## src/rtl/security_portal_ctrl.sv

```systemverilog
// Portal sequencing controller: sensor-driven passage FSM with occupancy count,
// metal-detector lockout with a timed buzzer, and Moore-decoded lamps.
//
// state    | meaning
// ---------+------------------------------------------------------
// IDLE     | waiting for a sensor
// CHECK    | one-cycle metal-detector sample for an entry attempt
// ENTER    | entry passage in progress, timed
// EXIT     | exit passage in progress, timed
// CONFLICT | both sensors active, waiting for one side to clear
// LOCK     | metal detected; held until guard override with entrance clear
// DENY     | portal full; held until both sensors clear
module security_portal_ctrl #(
  parameter int CAP      = 15,
  parameter int CNT_W    = 4,
  parameter int TMO      = 8,
  parameter int BUZZ_CYC = 4
) (
  input  logic             clk,
  input  logic             reset,
  input  logic             s_in,
  input  logic             s_out,
  input  logic             metal,
  input  logic             ovr,
  output logic             green,
  output logic             red,
  output logic             buzz,
  output logic [1:0]       dir,
  output logic [CNT_W-1:0] occ,
  output logic             full,
  output logic [2:0]       state_o
);

  localparam logic [2:0] IDLE     = 3'd0;
  localparam logic [2:0] CHECK    = 3'd1;
  localparam logic [2:0] ENTER    = 3'd2;
  localparam logic [2:0] EXIT     = 3'd3;
  localparam logic [2:0] CONFLICT = 3'd4;
  localparam logic [2:0] LOCK     = 3'd5;
  localparam logic [2:0] DENY     = 3'd6;

  localparam int TW = $clog2(TMO);
  localparam int BW = $clog2(BUZZ_CYC + 1);
  localparam logic [TW-1:0]    TMO_LAST = TW'(TMO - 1);
  localparam logic [BW-1:0]    BUZZ_N   = BW'(BUZZ_CYC);
  localparam logic [CNT_W-1:0] CAP_V    = CNT_W'(CAP);

  logic [2:0]       state, nxt;
  logic [CNT_W-1:0] occ_nxt;
  logic [TW-1:0]    timer;
  logic [BW-1:0]    bcnt;

  assign full = (occ == CAP_V);

  always_comb begin
    nxt     = state;
    occ_nxt = occ;
    case (state)
      IDLE: begin
        if (s_in && !s_out)      nxt = full ? DENY : CHECK;
        else if (!s_in && s_out) nxt = EXIT;
        else if (s_in && s_out)  nxt = CONFLICT;
      end
      CHECK: nxt = metal ? LOCK : ENTER;
      ENTER, EXIT: begin
        // a clear on the timeout cycle still counts as a completed passage
        if (!s_in && !s_out) begin
          nxt = IDLE;
          if (state == ENTER) begin
            if (occ != CAP_V) occ_nxt = occ + CNT_W'(1);
          end else if (occ != '0) begin
            occ_nxt = occ - CNT_W'(1);
          end
        end else if (timer == TMO_LAST) begin
          nxt = IDLE;
        end
      end
      CONFLICT: begin
        if (!s_in && s_out)       nxt = EXIT;
        else if (!s_in && !s_out) nxt = IDLE;
      end
      LOCK: if (ovr && !s_in) nxt = IDLE;
      DENY: if (!s_in && !s_out) nxt = IDLE;
      default: nxt = IDLE;
    endcase
  end

  always_ff @(posedge clk) begin
    if (reset) begin
      state <= IDLE;
      occ   <= '0;
      timer <= '0;
      bcnt  <= '0;
    end else begin
      state <= nxt;
      occ   <= occ_nxt;
      if (nxt != state)
        timer <= '0;
      else if (state == ENTER || state == EXIT)
        timer <= timer + TW'(1);
      // buzzer count restarts on every fresh entry into LOCK and parks at BUZZ_N
      if (nxt == LOCK && state != LOCK)
        bcnt <= '0;
      else if (state == LOCK && bcnt != BUZZ_N)
        bcnt <= bcnt + BW'(1);
    end
  end

  assign state_o = state;
  assign green   = (state == ENTER) || (state == EXIT);
  assign red     = (state == CONFLICT) || (state == LOCK) || (state == DENY);
  assign dir     = (state == CHECK || state == ENTER) ? 2'b01 :
                   (state == EXIT) ? 2'b10 : 2'b00;
  assign buzz    = (state == LOCK) && (bcnt != BUZZ_N);

endmodule

```

## config.mk

```make
export PLATFORM = sky130hd
export DESIGN_NAME = security_portal_ctrl
export DESIGN_NICKNAME = d
export VERILOG_FILES = /design/src/rtl/security_portal_ctrl.sv
export SDC_FILE = /design/constraint.sdc
export NUM_CORES = 1
export LEC_CHECK = 0
export ABC_AREA = 1
export CORE_UTILIZATION = 50
export DETAILED_ROUTE_END_ITERATION = 8
export GPL_TIMING_DRIVEN = 0
export PLACE_DENSITY = 0.77
export SLEW_MARGIN = 10
export SYNTH_ARGS = -nofsm -noshare
export SYNTH_HDL_FRONTEND = slang
export SYNTH_SLANG_ARGS = --single-unit
```

## constraint.sdc

```tcl
create_clock -name clk -period 2.1 [get_ports clk]
set_clock_uncertainty 0.05 [all_clocks]
set_input_delay 0.315 -clock clk [delete_from_list [all_inputs] [get_ports clk]]
set_output_delay 0.315 -clock clk [all_outputs]
set_load 0.005 [all_outputs]
```

==> After elaboration in Yosys (flattened, before gate mapping) <==
Index checks and enable logic that the tools add are counted.
{ "op_classes": {"add_sub_neg": 4, "eq_ne": 14, "muxes": 16, "reduce_logical": 20} }
{ "ops": {"columns": ["op", "count"], "rows": [
  ["two-way mux 3 bit", 10],
  ["case mux 3 bit (6 select lines)", 1],
  ["== test 3 bit, second input constant", 5],
  ["two-way mux 4 bit", 3],
  ["logical AND 1 bit", 7],
  ["adder 3 x 1 -> 3 bit, second input constant", 2],
  ["== test 3 x 2 -> 1 bit, second input constant", 2],
  ["!= test 3 bit, second input constant", 2],
  ["OR reduction 2 bit", 3],
  ["adder 4 x 1 -> 4 bit, second input constant", 1],
  ["== test 4 bit, second input constant", 1],
  ["logical OR 1 bit", 4],
  ["two-way mux 2 bit", 2],
  ["!= test 4 bit, second input constant", 1],
  ["AND reduction 4 bit", 1],
  ["nonzero test 4 bit", 1],
  ["subtractor 4 x 1 -> 4 bit, second input constant", 1],
  ["== test 3 x 1 -> 1 bit, second input constant", 1],
  ["logical NOT 3 bit", 1],
  ["!= test 3 bit", 1],
  ["logical NOT 1 bit", 2],
  ["!= test 2 x 1 -> 1 bit, second input constant", 1],
  ["nonzero test 2 bit", 1]
]} }
{ "totals": {"ff_bits": 13, "inputBits": 6, "word_cells": 58} }

==> Depth between registers and ports, before layout <==
Gate-level depths: netlist of the first run.
{ "logic_depth": {"depth_word": 8, "depth_mapped": 13, "depth_no_buf": 12} }

==> Worst setup path after synthesis of the first run <==
OpenSTA, ideal clock, no wires.
{ "synth_timing": {"path_type": "reg2reg", "start": "register state[1] (netlist: state_o[1])", "end": "register occ[3]", "setup_time_ns": 0.115, "arrival_time_ns": 1.606, "required_ns": 1.935, "slack_ns": 0.329, "stages_incl_launch_ff": 11, "n_path_buf": 1, "synth_period_minus_slack_ns": 1.771, "path_cell_list": "dfxtp_1 > buf_6 > inv_2 > nor2_2 > nand2_2 > ha_1 > a21oi_1 > nand2_1 > xor2_1 > a21oi_1 > nor2_1"} }
{ "synth_via": {"elab_chain_cells": 3, "word_cells_on_any_way": 7, "classes_between": "eq/ne: 3; mux: 1; reduce/logical: 3"} }
{ "synth_lines": {"columns": ["element", "line", "source"], "rows": [
  ["start, declared", "48", "logic [2:0] state, nxt;"],
  ["start signal, assigned", "95", "state <= nxt;"],
  ["== test 3 x 2 -> 1 bit, on equally long branches", "58, 69", null],
  ["!= test 2 x 1 -> 1 bit (no source line), or another cell as far along", null, null],
  ["AND reduction 4 bit (no source line)", null, null],
  ["end signal, assigned", "96", "occ <= occ_nxt;"],
  ["end, declared", "29", "output logic [CNT_W-1:0] occ,"]
]} }
Several ways; a longest one is shown, not always the timed one.
A chain may end at the register's enable or synchronous reset.

==> Final worst setup path of the first run <==
{ "layout_timing": {"start": "register bcnt[0]", "end": "output buzz"} }
{ "layout_via": {"elab_chain_cells": 2} }
{ "layout_lines": {"columns": ["element", "line", "source"], "rows": [
  ["start, declared", "51", "logic [BW-1:0] bcnt;"],
  ["start signal, assigned", "105", "bcnt <= bcnt + BW'(1);"],
  ["!= test 3 bit", "114", "assign buzz = (state == LOCK) && (bcnt != BUZZ_N);"],
  ["logical AND 1 bit", "114", null],
  ["end, declared", "27", "output logic buzz,"]
]} }
Every way passes these cells.

==> results_dict.tcl, run 1 <==
set metrics [dict create \
    max-cap-violations 0 \
    avgSynthCellArea_um2 6.97 \
    clk_latency_ns 0.27 \
    hold_path.startpoint "bcnt[0]$_SDFFE_PP0P_" \
    synth.lib_cells_used.distinct 25 \
    layout.area.seq_um2 264 \
    first_global_vias 740 \
    boundary_pin_count 19 \
    cts_sinks 13 \
    minimum_period_implied_by_the_final_worst_setup_slack_ns 2.01 \
    rows 15 \
    cell_depth_of_the_worst_min_delay_path 2 \
    timing_worst_setup_path_type "flip-flop to primary output" \
    yosys_warnings 0 \
    leakage_nw 0.552 \
    synth_seq_area_share 0.267 \
    maximum_number_of_pins_on_one_net_before_global_route_repair 10 \
    netlist.area_leader.share 0.267 \
    cts_buffer_count 3 \
    ir_drop_mv 0.626 \
    register_to_register_setup_slack_ns 0.21 \
    reg2reg_to "occ[3]$_SDFFE_PP0P_" \
    synth-main-ff-cell "dfxtp_1" \
    max_clock_freq_mhz 498 \
    layout.filler_cells 151 \
    max_slew.worst_pin.slew_ns 0.281 \
    outcome "completed" \
    postSynthRegisterBits 13 \
    syn-num-nets 153 \
    globalRoute.totalOverflow 0 \
    final_min_period_over_clock_period 0.957 \
    fin_total_pwr_mw 0.973 \
    worstPathArrival_ns 1.64 \
    dpl.hpwl_mm 1.50 \
    antenna-diode-count 0 \
    yosys.area.top_type "dfxtp_1" \
    drt-initial-drc-count 25 \
    cts.htree.levels 1 \
    start_util 0.547 \
    hold_path_end "bcnt[0]$_SDFFE_PP0P_" \
    worst_ep_required_time_ns 1.74 \
    finish.utilization 0.693 \
    crit-reg2reg-launch "state_o[1]$_SDFF_PP0_" \
    finalNetCount 176 \
    grt_setup_unrepaired "false" \
    grt_antenna_before_repair 0 \
    flow.area_growth_from_synthesis_pct 26.5 \
    routed_wirelength_mm 1.91 \
    cts-root-buf "clkbuf_4" \
    floorplan.core_area_mm2 0.00178 \
    gp_congestion 0.865 \
    postSynth.asyncResetShare 0 \
    synth.cells.most_frequent "nand2_1, nor2_1, dfxtp_1" \
    detailedRoute.firstPassIterationCount 4 \
    cts.path.max_buffers 2 \
    io_buffer_count 18 \
    dieHeight_um 46.2 \
    routedWlPerCell_um 10.2 \
    timing.critical_path.fanout_max 4 \
    syn_inst 140 \
    cell_types_occupying_the_most_area_after_synthesis "dfxtp_1, nand2_1, ha_1, nor2_1, nand3_1" \
    num_vias 926 \
    post_cts_clock_slew_at_the_launch_and_capture_registers_of_the_worst_setup_and_hold_paths_ns 0.07 \
    multiInputGateArea_um2 638 \
    clock_tree_from_tritoncts "yes" \
    ff2ff_path_depth 11 \
    postRouteAntennaNets 0 \
    layout-drive-gt1-share 0.185 \
    synth_area_um2 976 \
    synth_enable_flop_cells 0 \
    area_enclosed_by_the_die_boundary_mm2 0.00213 \
    worst_hold_path_class "flip-flop to flip-flop" \
    p_per_area_mw_per_mm2 788 \
    detail_route.drc_violations 0 \
    timing.setup.tns_ns 0 \
    max_slew_margin 0.812 \
    die_width_um 46.2 \
    cp-start-kind "flip-flop" \
    final-max-slew-violation-count 0 \
    end_kind "primary output" \
    post-synth-top-count-cell "nand2_1" \
    grt_use_total 0.202 \
    drt-vias-per-instance 4.95 \
    final-hold-violation-count 0 \
    grt_pass1_wl_mm 3.10 \
    final-setup-viol-count 0 \
]
-- per-layer routing --
| layer | up-vias | track usage | part of all wire |
|---|---|---|---|
| li1 | 490 | - | - |
| met5 | - | 0 | 0 |
| met1 | 410 | 0.294 | 0.50 |
| met4 | 0 | 0.0882 | 0.016 |
| met3 | 4 | 0.0353 | 0.044 |
| met2 | 22 | 0.285 | 0.44 |
-- where the power goes --
| part | internal (mW) | leakage [nW] | total (mW) | switching [mW] |
|---|---|---|---|---|
| Combinational | 0.228 | 0.431 | 0.528 | 0.300 |
| Clock | 0.0736 | 0.0150 | 0.151 | 0.0773 |
| Sequential | 0.271 | 0.107 | 0.294 | 0.0232 |
| Total | 0.573 | 0.552 | 0.973 | 0.400 |
-- layout by cell type, fill, tap and decap left out, types with 4 or more instances in the layout --
master	count
a21oi_1	9
clkdlybuf4s50_1	18
dfxtp_1	10
ha_1	6
inv_1	11
inv_2	5
nand2_1	35
nand2_2	4
nand3_1	10
nor2_1	15
nor2_4	4
o21ai_0	4
-- worst max path at each step --
stage | cells after the start | startpoint | to
global route | 6 | bcnt[0]$_SDFFE_PP0P_ | buzz
CTS | 6 | state_o[1]$_SDFF_PP0_ | dir[0]
detailed placement | 11 | state_o[1]$_SDFF_PP0_ | occ[3]$_SDFFE_PP0P_
finish | 6 | bcnt[0]$_SDFFE_PP0P_ | buzz
floorplan | 10 | state_o[1]$_SDFF_PP0_ | occ[3]$_SDFFE_PP0P_
global placement | 11 | state_o[1]$_SDFF_PP0_ | occ[3]$_SDFFE_PP0P_
-- kinds of logic after synthesis --
| logic type | synth area share |
|---|---|
| xor gates and xnor gates | 0.0359 |
| and+or+nand+nor | 0.403 |
| buffers and inverters | 0.0974 |
| AOI/OAI and AO/OA | 0.0795 |
| DFF | 0.267 |
| adders and majority gates | 0.0974 |
| muxes | 0.0205 |
-- sequential cells by signal, indices dropped and copies added, names as in the netlist --
signal,flops
bcnt,3
timer,3
occ,4
state_o,3
-- critical path: stages (launching register included) --
cell,delay (ns)
dfxtp_2,0.34
inv_1,0.05
ha_1,0.19
nand2_1,0.06
nand3_1,0.12
inv_2,0.10
clkdlybuf4s50_1,0.50
-- metrics by stage --
stage               worst slack (ns)  hold WS (ns)  cells  cell area (µm²)
finish                        0.0909         0.436    187             1230
global route                 0.00740         0.462    187             1230
CTS                           0.0436         0.450    187             1210
detailed placement             0.142         0.440    183             1190
global placement               0.191         0.427    183             1190
floorplan                      0.329         0.334    140              976
-- cell type report --
type / count / share of cell area
timing repair buffer: 18 / 0.146
tap: 25 / 0.0253
inverter: 18 / 0.0588
sequential: 13 / 0.214
multi-input combinational: 107 / 0.517
buffer: 2 / 0.0182
clock buffer: 4 / 0.0213
-- timing repair --
action	in CTS	in global routing
resized for setup	0	6
hold buffers	0	0
buffers inserted	0	0
endpoints found under the setup margin	0	3
No activity file was read; power rests on OpenSTA's default activity.
==> inputs of run 2 (changes only) <==
--- a/config.mk
+++ b/config.mk
@@ -6,10 +6,11 @@
 export NUM_CORES = 1
 export LEC_CHECK = 0
 export ABC_AREA = 1
-export CORE_UTILIZATION = 50
+export CORE_UTILIZATION = 53
+export CTS_BUF_LIST = sky130_fd_sc_hd__clkbuf_4 sky130_fd_sc_hd__clkbuf_8
 export DETAILED_ROUTE_END_ITERATION = 8
 export GPL_TIMING_DRIVEN = 0
-export PLACE_DENSITY = 0.77
+export PLACE_DENSITY = 0.81
 export SLEW_MARGIN = 10
 export SYNTH_ARGS = -nofsm -noshare
 export SYNTH_HDL_FRONTEND = slang
==> results_dict.tcl, run 2 (synthesis gave the netlist of run 1 again) <==
set metrics [dict create \
    most_common_cell_after_layout_fill_and_taps_aside "nand2_1" \
    largest_register_ff_count 4 \
    grt_setup_unrepaired "false" \
    final_min_period_over_clock_period 0.961 \
    clock_tree_from_tritoncts "yes" \
    routedWlPerCell_um 10.9 \
    grt_use_met1 0.308 \
    most-common-layout-cells "nand2_1, clkdlybuf4s50_1, nor2_1" \
    dieHeight_um 44.9 \
    outcome "completed" \
    routed_wirelength_mm 2.05 \
    timing_worst_setup_path_type "flip-flop to primary output" \
    globalRoute.totalOverflow 0 \
    maximum_number_of_pins_on_one_net_before_global_route_repair 10 \
    design_area_mm2 0.00124 \
    gp_congestion 0.859 \
    cts_sinks 13 \
    die_width_um 44.9 \
    rows 15 \
    num_vias 958 \
    io_buffer_count 18 \
    worst_ep_required_time_ns 1.74 \
    end_kind "primary output" \
    drt-initial-drc-count 21 \
    worstPathArrival_ns 1.65 \
    grt_antenna_before_repair 0 \
    max_flop_register "occ" \
    flow.area_growth_from_synthesis_pct 26.8 \
    cts.hold.buffers_added 0 \
    drt-vias-per-instance 5.12 \
    worst_hold_slack_ns 0.429 \
    detailedRoute.firstPassIterationCount 4 \
    finalWorstSetupSlack_ns 0.0818 \
    ir_drop_mv 0.751 \
    max_slew_margin 0.812 \
    global_route.usage.met3 0.0360 \
    grt_most_used_layer "met2" \
    max_slew.worst_pin.slew_ns 0.281 \
    post-cts-setup-buffer-count 0 \
    detail_route.drc_violations 0 \
    max-cap-violations 0 \
    start_util 0.565 \
    antenna-diode-count 0 \
    cts_buffer_count 3 \
    final-max-slew-violation-count 0 \
    grt_use_total 0.227 \
    minimum_period_implied_by_the_final_worst_setup_slack_ns 2.02 \
    cts-root-buf "clkbuf_4" \
    area_enclosed_by_the_die_boundary_mm2 0.00202 \
    dpl.hpwl_mm 1.55 \
    grt_pass1_wl_mm 3.32 \
    floorplan.core_area_mm2 0.00173 \
    fin_total_pwr_mw 0.990 \
    layout-drive-gt1-share 0.185 \
    timing.critical_path.fanout_max 7 \
    final-hold-violation-count 0 \
    max_clock_freq_mhz 495 \
    cts.path.max_buffers 2 \
    postRouteAntennaNets 0 \
    final-setup-viol-count 0 \
    post_cts_clock_slew_at_the_launch_and_capture_registers_of_the_worst_setup_and_hold_paths_ns 0.08 \
    boundary_pin_count 19 \
    worst_case_setup_slack_after_placement_ns 0.126 \
    leakage_nw 0.555 \
    worst_hold_path_class "flip-flop to flip-flop" \
    timing.setup.tns_ns 0 \
    layout.filler_cells 147 \
    finalNetCount 176 \
    first_global_vias 821 \
    p_per_area_mw_per_mm2 800 \
    cp-start-kind "flip-flop" \
    post_cts.resized_instances 0 \
    post_dp_cell_area_mm2 0.00119 \
    gr-usage-met2 0.356 \
    cts.htree.levels 1 \
    clk_latency_ns 0.27 \
]
## run 2: cell types whose count changed in the layout (fill, tap and decap cells not counted)
cell / delta
clkbuf_1: -1
clkbuf_4: +1
dfxtp_1: +1
dfxtp_2: -1
## run 2: power by group
part	internal, mW	switching, mW	total [mW]	leakage (nW)
Combinational	0.227	0.303	0.530	0.431
Sequential	0.271	0.0236	0.295	0.106
Clock	0.0864	0.0789	0.165	0.0184
Total	0.585	0.405	0.990	0.555
## run 2: layer usage
| layer | wire length [µm] | part of all wire | vias to the layer above |
|---|---|---|---|
| met2 | 944 | 0.46 | 23 |
| met4 | 22 | 0.011 | 0 |
| met5 | 0 | 0 | - |
| met1 | 995 | 0.49 | 445 |
| li1 | - | - | 488 |
| met3 | 85 | 0.042 | 2 |
## run 2: final timing paths
check	slack (ns)	start	end	cells after the start
worst max-delay path	0.08	state_o[1]$_SDFF_PP0_	dir[0]	6
worst min-delay path	0.43	bcnt[0]$_SDFFE_PP0P_	bcnt[0]$_SDFFE_PP0P_	2
worst max register to register	0.15	state_o[1]$_SDFF_PP0_	occ[3]$_SDFFE_PP0P_	11
worst min register to register	0.43	bcnt[0]$_SDFFE_PP0P_	bcnt[0]$_SDFFE_PP0P_	2
## run 2: cell type report
type	instances	area [µm²]	area share
multi-input cells	107	638	0.516
inverters	18	72.6	0.0586
flip-flops and latches	13	263	0.212
plain buffers	2	22.5	0.0182
well taps	25	31.3	0.0253
repair buffers	18	180	0.146
clock buffers	4	30.0	0.0243
## run 2: worst max-delay path, cell delays in order, from the launching register on
cell and delay [ns]:
dfxtp_1 0.35, buf_6 0.16, inv_2 0.07, nor2_4 0.13, nand2_4 0.10, nand2_1 0.08
clkdlybuf4s50_1 0.50
## run 2: stage by stage
stage          cells   util
4_1_cts          187  0.705
2_1_floorplan    140      -
6_report         187  0.717
3_3_place_gp     183  0.688
3_5_place_dp     183  0.688
5_1_grt          187  0.717
==> inputs of run 3 (changes only) <==
--- a/config.mk
+++ b/config.mk
@@ -6,11 +6,14 @@
 export NUM_CORES = 1
 export LEC_CHECK = 0
 export ABC_AREA = 1
-export CORE_UTILIZATION = 53
+export CORE_MARGIN = 2
+export CORE_UTILIZATION = 60
 export CTS_BUF_LIST = sky130_fd_sc_hd__clkbuf_4 sky130_fd_sc_hd__clkbuf_8
 export DETAILED_ROUTE_END_ITERATION = 8
+export DONT_BUFFER_PORTS = 1
 export GPL_TIMING_DRIVEN = 0
-export PLACE_DENSITY = 0.81
+export PLACE_DENSITY = 0.76
+export SKIP_LAST_GASP = 1
 export SLEW_MARGIN = 10
 export SYNTH_ARGS = -nofsm -noshare
 export SYNTH_HDL_FRONTEND = slang
==> results_dict.tcl, run 3 (synthesis gave the netlist of run 1 again) <==
set metrics [dict create \
    dpl.hpwl_mm 1.50 \
    worst_hold_path_class "input port to flip-flop" \
    drt-vias-per-instance 5.40 \
    layout.area.seq_um2 260 \
    num_vias 864 \
    first_global_vias 804 \
    outcome "completed" \
    final_min_period_over_clock_period 0.910 \
    post_dp_cell_area_um2 996 \
    multiInputGateArea_um2 654 \
    dieHeight_um 44.3 \
    end_kind "flip-flop" \
    post_cts.resized_instances 0 \
    max_clock_freq_mhz 524 \
    critical_path_buf_inv_count 2 \
    post_cts_clock_slew_at_the_launch_and_capture_registers_of_the_worst_setup_and_hold_paths_ns 0.08 \
    path_cells "buf_6 -> inv_2 -> nor2_4 -> nand2_4 -> ha_4 -> nand3_1 -> nand2_1 -> xor2_2 -> nand3_1 -> nand2_1 -> nor2_1" \
    cts_sinks 13 \
    cts-root-buf "clkbuf_4" \
    layout.filler_cells 143 \
    flow.area_growth_from_synthesis_pct 8.59 \
    worst_ep_required_time_ns 2.22 \
    ir_drop_mv 0.687 \
    gp_congestion 0.898 \
    cpPeakStageDelay_ns 0.37 \
    start_util 0.640 \
    max_slew_margin 0.824 \
    die_width_um 44.3 \
    cell_class_contributing_the_biggest_share_of_worst_path_delay "simple AND/OR/NAND/NOR gates" \
    timing.setup.tns_ns 0 \
    layout-drive-gt1-share 0.208 \
    max_slew.worst_pin.slew_ns 0.264 \
    critical_path.slowest_cell "dfxtp_1" \
    worstPathArrival_ns 2.03 \
    most-common-layout-cells "nand2_1, nor2_1, dfxtp_1" \
    cts.path.max_buffers 2 \
    crit-reg2reg-launch "state_o[1]$_SDFF_PP0_" \
    drt-initial-drc-count 15 \
    finalNetCount 158 \
    io_buffer_count 0 \
    final-hold-violation-count 0 \
    leakage_nw 0.491 \
    clk_latency_ns 0.28 \
    floorplan.core_area_mm2 0.00152 \
    clock_tree_from_tritoncts "yes" \
    hold_path.startpoint "reset" \
    grt_setup_unrepaired "false" \
    grt_antenna_before_repair 0 \
    routed_wirelength_mm 1.82 \
    minimum_period_implied_by_the_final_worst_setup_slack_ns 1.91 \
    detailedRoute.firstPassIterationCount 4 \
    maximum_number_of_pins_on_one_net_before_global_route_repair 10 \
    design_area_mm2 0.00106 \
    timing_worst_setup_path_type "flip-flop to flip-flop" \
    grt_use_total 0.215 \
    largest_register_ff_count 4 \
    max_flop_register "occ" \
    cp-start-kind "flip-flop" \
    area_enclosed_by_the_die_boundary_mm2 0.00197 \
    max-cap-violations 0 \
    cts.hold.buffers_added 0 \
    post-cts-setup-buffer-count 0 \
    worst_hold_slack_ns 0.0388 \
    timing.critical_path.fanout_max 7 \
    boundary_pin_count 19 \
    postRouteAntennaNets 0 \
    routedWlPerCell_um 11.4 \
    rows 14 \
    p_per_area_mw_per_mm2 846 \
    detail_route.drc_violations 0 \
    cts_buffer_count 3 \
    finalWorstSetupSlack_ns 0.190 \
    placedCellCount 156 \
    worst_case_setup_slack_after_placement_ns 0.105 \
    final-setup-viol-count 0 \
    globalRoute.totalOverflow 0 \
    final-max-slew-violation-count 0 \
    post_layout_nonfiller_instances 160 \
    cts.htree.levels 1 \
    antenna-diode-count 0 \
    most_common_cell_after_layout_fill_and_taps_aside "nand2_1" \
    grt_pass1_wl_mm 3.11 \
    crit_path_start "state_o[1]$_SDFF_PP0_" \
]
==> run 3: cell count changes in the layout (fill, tap and decap cells not counted) <==
cell | previous run | this run
clkdlybuf4s50_1 | 18 | 0
dfxtp_1 | 11 | 13
dfxtp_2 | 2 | 0
a21oi_1 | 9 | 8
a21oi_2 | 0 | 1
ha_1 | 6 | 5
ha_4 | 0 | 1
==> run 3: path summary, 6_finish.rpt <==
kind                           endpoint  slack (ns)  cells after the start
setup / recovery    occ[3]$_SDFFE_PP0P_        0.19                     11
hold reg to reg    bcnt[1]$_SDFFE_PP0P_        0.44                      2
setup reg to reg    occ[3]$_SDFFE_PP0P_        0.19                     11
hold / removal    state_o[0]$_SDFF_PP0_        0.04                      1
==> run 3: cell type report <==
cell class | count | area share
clock buffer | 4 | 0.0283
tap | 16 | 0.0189
buffer | 2 | 0.0213
inverter | 18 | 0.0685
sequential | 13 | 0.246
multi-input combinational | 107 | 0.617
==> run 3: per-layer routing <==
layer  vias to the layer above  wire, µm  GRT usage
met5                         -         0          0
met4                         0         0     0.0364
met3                         0       115     0.0857
met2                        22       973      0.406
met1                       387       732      0.224
li1                        455         -          -
==> run 3: per-stage QoR <==
stage / util / total power, mW
5_1_grt: 0.695 / 0.973
3_5_place_dp: 0.654 / 0.713
6_report: 0.695 / 0.897
2_1_floorplan: - / 0.649
3_3_place_gp: 0.654 / 0.705
4_1_cts: 0.673 / 0.886
==> run 3: power by group <==
group | switching, mW | internal, mW | total [mW]
clock network | 0.0789 | 0.0866 | 0.166
logic | 0.277 | 0.157 | 0.434
registers | 0.0273 | 0.269 | 0.297
total | 0.384 | 0.513 | 0.897
